## config.mk

```make
export PLATFORM = sky130hd
export DESIGN_NAME = clk_div_sched
export DESIGN_NICKNAME = d
export VERILOG_FILES = /design/src/rtl/clk_div_sched.sv
export SDC_FILE = /design/constraint.sdc
export NUM_CORES = 1
export LEC_CHECK = 0
export CORE_ASPECT_RATIO = 1.2
export CORE_MARGIN = 1
export CORE_UTILIZATION = 48
export DETAILED_ROUTE_END_ITERATION = 7
export GPL_ROUTABILITY_DRIVEN = 0
export PLACE_DENSITY_LB_ADDON = 0.2
export REMOVE_ABC_BUFFERS = 1
export SLEW_MARGIN = 10
export SYNTH_ARGS = -nofsm -noshare
export SYNTH_HDL_FRONTEND = slang
export SYNTH_SLANG_ARGS = --single-unit
```

## constraint.sdc

```tcl
create_clock -name clk_in -period 3.6 [get_ports clk_in]
set_input_delay 0.54 -clock clk_in [delete_from_list [all_inputs] [get_ports clk_in]]
set_output_delay 0.54 -clock clk_in [all_outputs]
set_load 0.02 [all_outputs]
```

## src/rtl/clk_div_sched.sv

```systemverilog
// Programmable clock divider. Ratio changes and start/stop are applied only at
// period boundaries, so clk_out never shows a runt or a glitch.
module clk_div_sched #(
  parameter int CNT_W       = 8,
  parameter int DEFAULT_DIV = 3
) (
  input  logic             clk_in,
  input  logic             rst,
  input  logic             en,
  input  logic [CNT_W-1:0] div_in,
  input  logic             div_valid,
  output logic             div_ready,
  output logic [CNT_W-1:0] div_active,
  output logic             clk_out,
  output logic             tick,
  output logic             busy,
  output logic             err
);

  typedef enum logic {S_IDLE = 1'b0, S_RUN = 1'b1} state_t;

  localparam logic [CNT_W-1:0] ONE   = CNT_W'(1);
  localparam logic [CNT_W-1:0] TWO   = CNT_W'(2);
  localparam logic [CNT_W-1:0] ZERO  = CNT_W'(0);
  localparam logic [CNT_W-1:0] DEF_N = CNT_W'(DEFAULT_DIV);

  state_t           state_r, state_s;
  logic [CNT_W-1:0] cnt_r, cnt_s;
  logic [CNT_W-1:0] div_active_r, div_active_s;
  logic [CNT_W-1:0] pend_r, pend_s;
  logic             pend_valid_r, pend_valid_s;
  logic             ack_r, ack_s;
  logic             clk_out_r, clk_out_s;
  logic             tick_r, tick_s;
  logic             err_r, err_s;

  logic             xfer_s, legal_s, wrap_s;
  logic [CNT_W-1:0] cnt_inc_s;
  logic [CNT_W:0]   half_s;

  // ack_r holds div_ready low for the one cycle after an IDLE write, which is applied immediately
  assign div_ready  = ~(pend_valid_r | ack_r);
  assign div_active = div_active_r;
  assign clk_out    = clk_out_r;
  assign tick       = tick_r;
  assign busy       = (state_r == S_RUN);
  assign err        = err_r;

  assign xfer_s    = div_valid & div_ready;
  assign legal_s   = (div_in >= TWO);
  assign wrap_s    = (state_r == S_RUN) && (cnt_r == (div_active_r - ONE));
  assign cnt_inc_s = cnt_r + ONE;
  assign half_s    = ({1'b0, div_active_r} + {{CNT_W{1'b0}}, 1'b1}) >> 1;

  // Next-state, counter and ratio-handshake logic
  always_comb begin
    state_s      = state_r;
    cnt_s        = cnt_r;
    div_active_s = div_active_r;
    pend_s       = pend_r;
    pend_valid_s = pend_valid_r;
    ack_s        = 1'b0;
    clk_out_s    = 1'b0;
    tick_s       = 1'b0;
    err_s        = xfer_s & ~legal_s;

    case (state_r)
      S_IDLE: begin
        cnt_s = ZERO;
        if (xfer_s && legal_s) begin
          div_active_s = div_in;
          ack_s        = 1'b1;
        end else begin
          div_active_s = div_active_r;
        end
        if (en) begin
          state_s   = S_RUN;
          clk_out_s = 1'b1;
          tick_s    = 1'b1;
        end else begin
          state_s = S_IDLE;
        end
      end
      S_RUN: begin
        if (wrap_s) begin
          cnt_s = ZERO;
          if (pend_valid_r) begin
            div_active_s = pend_r;
            pend_valid_s = 1'b0;
          end else begin
            div_active_s = div_active_r;
          end
          if (en) begin
            clk_out_s = 1'b1;
            tick_s    = 1'b1;
          end else begin
            state_s = S_IDLE;
          end
        end else begin
          cnt_s     = cnt_inc_s;
          clk_out_s = ({1'b0, cnt_inc_s} < half_s);
        end
        // a write landing on the wrap edge is only captured here, so it waits a full period
        if (xfer_s && legal_s) begin
          pend_s       = div_in;
          pend_valid_s = 1'b1;
        end else begin
          pend_s = pend_r;
        end
      end
      default: begin
        state_s = S_IDLE;
        cnt_s   = ZERO;
      end
    endcase
  end

  // State and output registers
  always_ff @(posedge clk_in or negedge rst) begin
    if (!rst) begin
      state_r      <= S_IDLE;
      cnt_r        <= ZERO;
      div_active_r <= DEF_N;
      pend_r       <= ZERO;
      pend_valid_r <= 1'b0;
      ack_r        <= 1'b0;
      clk_out_r    <= 1'b0;
      tick_r       <= 1'b0;
      err_r        <= 1'b0;
    end else begin
      state_r      <= state_s;
      cnt_r        <= cnt_s;
      div_active_r <= div_active_s;
      pend_r       <= pend_s;
      pend_valid_r <= pend_valid_s;
      ack_r        <= ack_s;
      clk_out_r    <= clk_out_s;
      tick_r       <= tick_s;
      err_r        <= err_s;
    end
  end

endmodule

```

==> results of run 1 <==
-- final cells by class --
cell class              instances  share of cell area
clock buffers                   5              0.0320
clock inverters                 3             0.00988
inverters                       4             0.00697
multi-input cells             122               0.461
flip-flops and latches         30               0.350
well taps                      37              0.0215
repair buffers                 26               0.119
-- kinds of logic after synthesis --
| kind of cell | synth area share |
|---|---|
| simple gates | 0.157 |
| xor+xnor | 0.127 |
| buf+inv | 0.0272 |
| compound gates | 0.0467 |
| mux | 0.153 |
| fa+ha+maj | 0.0697 |
| flops | 0.420 |
-- stage by stage --
step                      utilization  area, um2  std cells  total power, mW
after floorplan                     -       1760        156            0.908
after global placement          0.597       2060        219             1.04
after detailed placement        0.597       2060        219             1.06
after CTS                       0.624       2150        227             1.33
after global routing            0.624       2150        227             1.41
final                           0.624       2150        227             1.32
-- worst register-to-register path, stage by stage, from the launching register on --
cell and delay [ns]:
dfstp_2 0.62, inv_1 0.10, ha_1 0.34, xor2_1 0.17, nand3_1 0.09, nor3_1 0.44
nand2_1 0.17, o21ai_2 0.43, mux2_2 0.39
-- cell usage after synthesis (all sizes together) --
master	number
dfrtp	28
mux2	19
xnor2	16
nand2	12
ha	10
nor2	10
xor2	10
nand3	7
mux2i	6
nor2b	6
nor3	6
buf	5
inv	4
nand4	3
o21ai	3
a211oi	2
a21o	2
dfstp	2
nor4	2
a21boi	1
a41oi	1
and2	1
and3	1
nand2b	1
nor3b	1
nor4b	1
or3	1
-- state kept, by name, indices dropped and copies added (netlist names) --
| signal | cells |
|---|---|
| busy | 1 |
| ack_r | 1 |
| pend_valid_r | 1 |
| pend_r | 8 |
| tick | 1 |
| clk_out | 1 |
| err | 1 |
| div_active | 8 |
| cnt_r | 8 |
-- metal layers --
| layer | vias to the layer above | routed length, um |
|---|---|---|
| li1 | 609 | - |
| met4 | 0 | 65 |
| met3 | 6 | 132 |
| met1 | 615 | 1490 |
| met2 | 24 | 1770 |
| met5 | - | 0 |
-- power by group --
| part | total (mW) | internal [mW] | switching, mW |
|---|---|---|---|
| registers | 0.516 | 0.426 | 0.0896 |
| clock network | 0.265 | 0.135 | 0.130 |
| logic | 0.537 | 0.291 | 0.245 |
| total | 1.32 | 0.852 | 0.465 |
-- final timing paths --
| path | startpoint | to | slack (ns) |
|---|---|---|---|
| max in group asynchronous | rst | div_active[0] | 2.64 |
| worst min-delay path | pend_r[2] | pend_r[2] | 0.50 |
| worst max-delay path | div_active[0] | clk_out | 0.76 |
| worst max register to register | div_active[0] | clk_out | 0.76 |
| worst min register to register | pend_r[2] | pend_r[2] | 0.50 |
| min in group asynchronous | rst | div_active[5] | 0.64 |
==> summary.txt, run 1 <==
Buf+Inv Stages, Crit Path - 1
Slack of the critical path - 0.763 ns
Skew-Pair Late Insertion Delay - 0.28 ns
Vias - 1254
DRT iter0 DRCs - 34
Worst setup EP type - register
Fin Setup TNS - 0 ns
Initial antenna violation count - 0
Total global routing overflow - 0
Area contributors post-synth - dfrtp_1 39%, mux2_2 12%, xnor2_1 7.8%, ha_1 7.0%, xor2_1 4.9%
Hold Crit Class - register to register
Clock-pin transition on the worst setup and hold timing paths - 0.06 ns
H-tree depth - 2
Cts hold-fix bufs - 0
DIE HEIGHT - 69.0 um
Met3 Resource Use GR - 0.0504
Die ar. - 3990 um2
Vias/cell - 5.52
Pleak - 0.960 nW
Tot GR Track Use - 0.201
Setup Skew - 0.00983 ns
Initial Util - 0.520
Most frequent cells in the layout - 28 x dfrtp_1, 24 x clkdlybuf4s50_1, 19 x mux2_2
GR met1 Demand/Resource - 0.236
Synth Warn # - 0
GRT Max-Usage Layer - met2
Hold_ws - 0.505 ns
Yosys reg bits - 30
Nets - 211
Worst reg-to-reg path cell count - 8
Pre-CTS WS - 0.767 ns
Crit-path leading delay family - simple AND/OR/NAND/NOR gates
Critical Path AT - 3.00 ns
Largest net degree at the start of global routing - 31
Status - finished, final reports clean
Critical Path Stages - 8
Vias in the first global route - 1305
Final setup fails - 0
Tmin final - 2.84 ns
Worst Path Required - 3.77 ns
CP max-delay cell - dfstp_2
Core Area - 3450 um2
Max transition margin - 0.670
Diodes inserted - 0
Synth top area share - 0.390
Root buffer cell - clkbuf_8
Total clock buffers created by CTS - 5
Post-Route WL - 3460 um
PwrDens - 612 nW/um2
Worst-path fanout max - 11
Hold Vio Cnt, Final - 0
Fmax - 0.352 GHz
CTS max path bufs - 2
P&R area growth vs syn - 19.9%
Distinct cell type count of the synthesized netlist - 33
Worst Tran Pin Value - 0.492 ns
Ports - 25
Max-cap viol count - 0
Multi-input gate area - 993 um2
Flip-flop and latch area - 753 um2
Filler cells - 291
Yosys top cell by area - dfrtp_1
Met2 GRT Util - 0.352
Global-route wire length before repair - 5920 um
Cell row count - 23
Hold path depth - 1
Gate Count Post-Synth - 161
DRT Pass-1 Iters - 4
Worst path cell trace - inv_1 -> ha_1 -> xor2_1 -> nand3_1 -> nor3_1 -> nand2_1 -> o21ai_2 -> mux2_2
Post-CTS setup buffers - 0
Sequential share of the synthesized area - 0.420
Input/output buffers - 24
DRC Markers - 0
CP peak stage delay - 0.62 ns
CP Class - register to register
DP Wirelength - 2660 um
Die width - 57.8 um
Drt wl/cell - 15.2 um
Most common cell after layout, fill and taps aside - dfrtp_1
Antenna Nets Post-Route - 0
Peak supply drop - 342 uV
Unrepaired setup endpoints after global routing - false
Share of layout cells above drive strength 1 - 0.195
Final Max Tran Viols - 0
PostCTS Resize Cnt - 0
CTS tree - done
Clock sink count - 30
Post-synthesis cell area - 1800 um2
Fin crit share - 0.788
Critical path launch point type - register
Avg Cell Area, Syn - 11.2 um2
No activity file was read; power rests on OpenSTA's default activity.
==> inputs of run 2 (changes only) <==
==> constraint.sdc (replaced) <==
create_clock -name clk_in -period 2.45 [get_ports clk_in]
set_input_delay 0.3675 -clock clk_in [delete_from_list [all_inputs] [get_ports clk_in]]
set_output_delay 0.3675 -clock clk_in [all_outputs]
set_load 0.02 [all_outputs]
==> run 2 against run 1 <==
Compared with the run above: die area unchanged; utilization up 3.2 points; first-iteration DRC count is 47% lower; hold slack got worse by 0.036 ns; total power is 54% higher; non-clock buffer count increased by 11; sequential power is 45% higher.
==> summary.txt, run 2 (synthesized netlist as in run 1, its figures left out) <==
Worst path cell trace - inv_1 -> nor3_4 -> nand4_1 -> xor2_1 -> ha_1 -> nand4_1 -> a211oi_2 -> a211oi_2 -> mux2_2
Hold_ws - 0.469 ns (-0.0356 ns)
Vias/cell - 5.39 (-2.3%)
Tot GR Track Use - 0.212 (+0.0109)
Hold Vio Cnt, Final - 0 (unchanged)
Largest net degree at the start of global routing - 31 (unchanged)
Worst Path Required - 2.61 ns (-1.16 ns)
Critical Path AT - 2.48 ns (-0.52 ns)
Antenna Nets Post-Route - 0 (unchanged)
Tmin final - 2.32 ns (-0.518 ns)
Slack of the critical path - 0.131 ns (-0.632 ns)
Input/output buffers - 24 (unchanged)
Fin crit share - 0.946 (+0.158)
CP Class - register to register
Design area - 2260 um2 (+5.1%)
CTS max path bufs - 2 (unchanged)
Max-cap viol count - 0 (unchanged)
Post-Place Cell Area - 2120 um2 (+2.9%)
Cts hold-fix bufs - 0 (unchanged)
Pre-CTS WS - -0.102 ns (-0.869 ns)
Peak supply drop - 516 uV (+51%)
PwrDens - 897 nW/um2 (+47%)
Total global routing overflow - 0 (unchanged)
DIE HEIGHT - 69.0 um (unchanged)
Vias - 1284 (+2.4%)
Hold Crit Class - input pin to asynchronous set/reset pin
Initial antenna violation count - 0 (unchanged)
Worst setup EP type - register
Status - finished, final reports clean
Fmax - 0.431 GHz (+22%)
CTS tree - done
Vias in the first global route - 1363 (+4.4%)
Setup Skew - 0.00599 ns (-0.00384 ns)
Filler cells - 289 (-0.69%)
DRT iter0 DRCs - 18 (-47%)
Total chip power - 2.03 mW (+54%)
Buf+Inv Stages, Crit Path - 1 (unchanged)
Fin Setup TNS - 0 ns (unchanged)
P&R area growth vs syn - 26.1%
Most common cell after layout, fill and taps aside - dfrtp_1
Cell Count, Final, Fillers Out - 238 (+4.8%)
Die ar. - 3990 um2 (unchanged)
CP max-delay cell - dfstp_2
Pleak - 1.03 nW (+7.5%)
CP peak stage delay - 0.55 ns (-0.07 ns)
Nets - 222 (+5.2%)
Clock-pin transition on the worst setup and hold timing paths - 0.06 ns (about the same)
Crit-path leading delay family - flip-flops
Inst Count DP - 227 (+3.7%)
Clock sink count - 30 (unchanged)
H-tree depth - 2 (unchanged)
Diodes inserted - 0 (unchanged)
Total clock buffers created by CTS - 5 (unchanged)
Die width - 57.8 um (unchanged)
Final core occ - 0.655 (+0.0319)
Critical path launch point type - register
Initial Util - 0.520 (unchanged)
Post-Route WL - 3680 um (+6.3%)
Ports - 25 (unchanged)
Global-route wire length before repair - 6170 um (+4.2%)
Final Max Tran Viols - 0 (unchanged)
Worst-path fanout max - 4 (-7)
Cell row count - 23 (unchanged)
Unrepaired setup endpoints after global routing - false
Final setup fails - 0 (unchanged)
Flop2flop setup slack - 0.13 ns (-0.63 ns)
Core Area - 3450 um2 (unchanged)
DRT Pass-1 Iters - 4 (unchanged)
Max transition margin - 0.682 (+0.0126)
Share of layout cells above drive strength 1 - 0.259 (+0.0640)
Drt wl/cell - 15.4 um (+1.4%)
Root buffer cell - clkbuf_8
Skew-Pair Late Insertion Delay - 0.28 ns (about the same)
Worst Tran Pin Value - 0.475 ns (-0.0165 ns)
DP Wirelength - 2800 um (+5.1%)
Most frequent cells in the layout - 28 x dfrtp_1, 24 x clkdlybuf4s50_1, 19 x mux2_2
DRC Markers - 0 (unchanged)
run 2: cell types whose count changed in the layout (fill, tap and decap cells not counted), sizes merged:
| cell | previous run | this run |
|---|---|---|
| buf | 2 | 13 |
| clkbuf | 5 | 7 |
| clkinv | 2 | 1 |
| clkinvlp | 1 | 0 |
run 2: repair_timing:
item / in CTS / in global routing
setup endpoints to repair: 1 / 1
hold endpoints to repair: 0 / 0
buffers inserted: 2 / 1
pin swaps: 0 / 3
gates resized for setup: 2 / 4
run 2: per-layer routing:
| layer | global-route usage | share of wire | vias up | wire length (um) |
|---|---|---|---|---|
| met5 | 0 | 0 | - | 0 |
| met4 | 0.113 | 0.027 | 0 | 99 |
| met3 | 0.0522 | 0.038 | 10 | 140 |
| met2 | 0.374 | 0.52 | 28 | 1920 |
| met1 | 0.238 | 0.41 | 612 | 1520 |
| li1 | - | - | 634 | - |
run 2: final timing paths:
path,start,endpoint,depth (start not counted)
setup / recovery,div_active[0],clk_out,9
hold / removal,rst,cnt_r[1],2
setup reg to reg,div_active[0],clk_out,9
hold reg to reg,pend_r[7],pend_r[7],1
max in group asynchronous,rst,div_active[1],2
min in group clk_in,pend_r[7],pend_r[7],1
run 2: cell type report:
type                    count  area (um2)  share of cell area
clock inverters             1        5.00             0.00221
multi-input cells         122        1020               0.451
clock buffers               7        86.3              0.0381
flip-flops and latches     30         753               0.333
well taps                  37        46.3              0.0205
repair buffers             37         338               0.149
inverters                   4        15.0             0.00663
run 2: report_power, final:
group | internal (mW) | switching, mW
Combinational | 0.468 | 0.406
Sequential | 0.626 | 0.120
Clock | 0.226 | 0.183
Total | 1.32 | 0.710
run 2: worst register-to-register path, cell delays in order, from the launching register on:
cell and delay (ns):
dfstp_2 0.55, inv_1 0.09, nor3_4 0.20, nand4_1 0.13, xor2_1 0.18, ha_1 0.33, nand4_1 0.14, a211oi_2 0.24
a211oi_2 0.07, mux2_2 0.27
==> RTL change 1: new RTL, settings of run 2 <==
Register the output `err` once more; this adds one clock of latency there. The other outputs are not delayed to match.
--- a/src/rtl/clk_div_sched.sv
+++ b/src/rtl/clk_div_sched.sv
@@ -46,3 +46,5 @@
   assign busy       = (state_r == S_RUN);
-  assign err        = err_r;
+  always_ff @(posedge clk_in) begin
+    err <= err_r;
+  end
 
Function: changed (a bounded check fails within 4 cycles, from zero or initial values and one cycle with rst low).
==> RTL change 1 against run 2 <==
Wire length increased by 0.27%; via count decreased by 1.6%; largest cell class unchanged; area after synthesis increased by 1.1%; combinational power decreased by 2%; total power increased by 2.2%; final area increased by 1.1%; sequential cell count increased by 1; setup slack got worse by 0.0011 ns; highest routed layer unchanged.
==> RTL change 1: results (changes against run 2) <==
metric;value;unit;change
FFs w/ async S/R, synth;96.8;%;-3.2 points
cts repair resizes;1;;-1
Final nets;219;;-1.4%
fin cells;250;;+5.0%
distinct cell type count after synthesis;34;;+3.0%
Inst Count DP;241;;+6.2%
fraction of layout cells with a size suffix above 1;24.7;%;-1.1 points
area of the multi-input gates;1020;um^2;+0.25%
static leakage;1.03;nW;-0.45%
GR Util met1;24.6;%;+0.80 points
Layout non-clock buf frac;13.5;%;-1.5 points
count of plain and timing-repair buffers;33;;-11%
sw frac;34.9;%;-0.11 points
storage element area;773;um^2;+2.7%
met2 usage in global routing;35.9;%;-1.5 points
met3 Use GR;6.53;%;+1.3 points
sequential-to-total area share from yosys stat;42.6;%;+0.64 points
top cells by area, synth;dfrtp_1 39%, mux2_2 12%, xnor2_1 7.7%;;
setup bufs post-CTS;0;;-2
Flop pwr share;36.4;%;-0.4 points
Largest stage delay, worst path;0.58;ns;+0.03 ns
Worst Path Arrival;2.50;ns;+0.02 ns
Worst Max-Slew Pin Slew;0.507;ns;+0.0314 ns
min-delay worst type;reg2reg;;
P_sw;723;uW;+1.9%
DRT iter0 DRCs;46;;+28
post-DP HPWL;2780;um;-0.72%
Layout fillers;303;;+4.8%
vias in the first global route;1323;;-2.9%
first-pass GRT wire length;6240;um;+1.2%
skew final;0.00831;ns;+0.00232 ns
CP Max Fanout;5;;+1
Clock power frac;22.4;%;+2.2 points
clk tree area frac;4.54;%;+0.51 points
outcome;completed;;
WL per Instance;14.7;um;-4.5%
vias per inst;5.05;;-6.4%
RTL change 1: cell types whose count changed in the layout (fill, tap and decap cells not counted), sizes merged:
cell	delta
dfxtp	+1
buf	-4
clkinv	-1
clkinvlp	+1
RTL change 1: cell families after synthesis:
kind of cell / count (synthesis) / share of synthesized area (%)
compound gates: 9 / 4.62
mux: 25 / 15.1
simple gates: 52 / 15.6
buf+inv: 9 / 2.69
xor+xnor: 26 / 12.5
fa+ha+maj: 10 / 6.89
flops: 31 / 42.6
RTL change 1: stage by stage:
step	setup WS [ns]	area [um^2]	setup TNS, ns
2_1_floorplan	-0.0913	1780	-0.0913
3_3_place_gp	-0.0606	2150	-0.0606
3_5_place_dp	-0.0735	2150	-0.0735
4_1_cts	0.0112	2260	0
5_1_grt	0.0174	2290	0
6_report	0.130	2290	0
RTL change 1: per-layer routing:
metal | vias up | wire [um]
met5 | - | 0
met4 | 0 | 45
met3 | 4 | 130
met2 | 21 | 1960
met1 | 610 | 1550
li1 | 628 | -
==> RTL change 2: new RTL, flow settings as in run 2 <==
Without the edit above. Change the parameter `CNT_W` from 8 to 6.
--- a/src/rtl/clk_div_sched.sv
+++ b/src/rtl/clk_div_sched.sv
@@ -3,3 +3,3 @@
 module clk_div_sched #(
-  parameter int CNT_W       = 8,
+  parameter int CNT_W       = 6,
   parameter int DEFAULT_DIV = 3
Ports: changed (resized div_active and div_in); port bits go from 25 to 21. No check against the original RTL was run, so the function may have changed too.
==> RTL change 2 against run 2 <==
Final area decreased by 24%; wire length is 26% lower; worst hold slack worse by 0.092 ns; largest power group unchanged; sequential cell count decreased by 6; area after synthesis decreased by 21%; total power up 19%; setup slack improved by 0.045 ns; cell count decreased by 24%.
==> RTL change 2: results (changes against run 2) <==
metric;value;unit;change
outcome;completed;;
GR Util met1;26.3;%;+2.5 points
Seq area share;35.2;%;+2.0 points
number of buffers added on ports;20;;-17%
Worst Path Arrival;2.49;ns;
clk_lat worst skew;0.32;ns;+0.04 ns
Cell Int Power;1.42;mW;+7.3%
DR vias;971;;-24%
comb_multi_in;90;;-26%
met3 wire length;71;um;-49%
Layout non-clock buf frac;14.3;%;-0.60 points
clk sinks;24;;-20%
static leakage;0.769;nW;-25%
vias in the first global route;960;;-30%
top cells by area, synth;dfrtp_1 39%, mux2_2 7.1%, ha_1 7.1%;;
cts repair resizes;0;;-2
DRT met1 WL;1300;um;-14%
CLK BUF;4;;-3
post-DP HPWL;2090;um;-25%
Layout fillers;242;;-16%
fraction of layout cells with a size suffix above 1;22.4;%;-3.4 points
DRT iter0 DRCs;10;;-8
storage element area;603;um^2;-20%
WL met2;1320;um;-31%
H-tree depth;1;;-1
skew final;0.00114;ns;-0.00485 ns
clk tree area frac;2.12;%;-1.9 points
Final nets;166;;-25%
distinct cell type count after synthesis;39;;+18%
cell family with most CP delay;simple AND/OR/NAND/NOR gates;;
setup bufs post-CTS;0;;-2
count of plain and timing-repair buffers;26;;-30%
CTS clk-pin slew, worst paths;0.13;ns;+0.07 ns
largest net degree at the start of global routing;16;;-48%
ant diodes;0;;unchanged
CTS Buf Count;3;;-2
Post-synth top cells;22 x dfrtp_1, 9 x mux2_2, 9 x nand3_1, 9 x xnor2_1, 8 x ha_1;;
R2R setup slack;0.18;ns;+0.05 ns
critical path launch point;div_active[0]$_DFFE_PN1P_;;
met2 usage in global routing;32.1;%;-5.3 points
min-delay worst type;in2async;;
met3 Use GR;3.46;%;-1.8 points
WL per Instance;15.1;um;-2.2%
Worst Max-Slew Pin Slew;0.529;ns;+0.0530 ns
cells on worst reg2reg path;7;;-2
pre-CTS setup slack;0.130;ns;+0.232 ns
GRT Overall Usage;19.6;%;-1.6 points
total placed instance area;1680;um^2;-21%
sequential-to-total area share from yosys stat;42.5;%;+0.55 points
maximum vdd drop;0.689;mV;+33%
first-pass GRT wire length;4480;um;-27%
Non-CTS inverters;3;;-1
Root Driver;clkbuf_4;;
ratio of final minimum period to clock period;92.8;%;-1.9 points
initial antenna violation count;0;;unchanged
[RTL change 2: per-stage QoR]
stage          util [%]  std cells  hold WS (ns)
2_1_floorplan         -        117        0.0719
3_3_place_gp       59.6        177         0.484
3_5_place_dp       59.6        177         0.493
4_1_cts            60.9        181         0.396
5_1_grt            60.9        181         0.401
6_report           60.9        181         0.377
[RTL change 2: power groups by stage]
stage / registers, mW / clock network (mW) / logic [mW]
2_1_floorplan: 0.852 / 0 / 0.915
3_3_place_gp: 0.768 / 0 / 1.40
3_5_place_dp: 0.778 / 0 / 1.43
4_1_cts: 0.769 / 0.218 / 1.44
5_1_grt: 0.800 / 0.232 / 1.57
6_report: 0.769 / 0.213 / 1.43
[RTL change 2: cells by family after synthesis]
logic type,count (synthesis),share of synthesized area [%]
AO/OA/AOI/OAI,12,7.23
XOR/XNOR,14,8.64
adder cells (fa/ha/maj),8,7.05
buffers and inverters,7,3.00
flip-flops,24,42.5
multiplexers,19,15.3
AND/OR/NAND/NOR,37,16.2
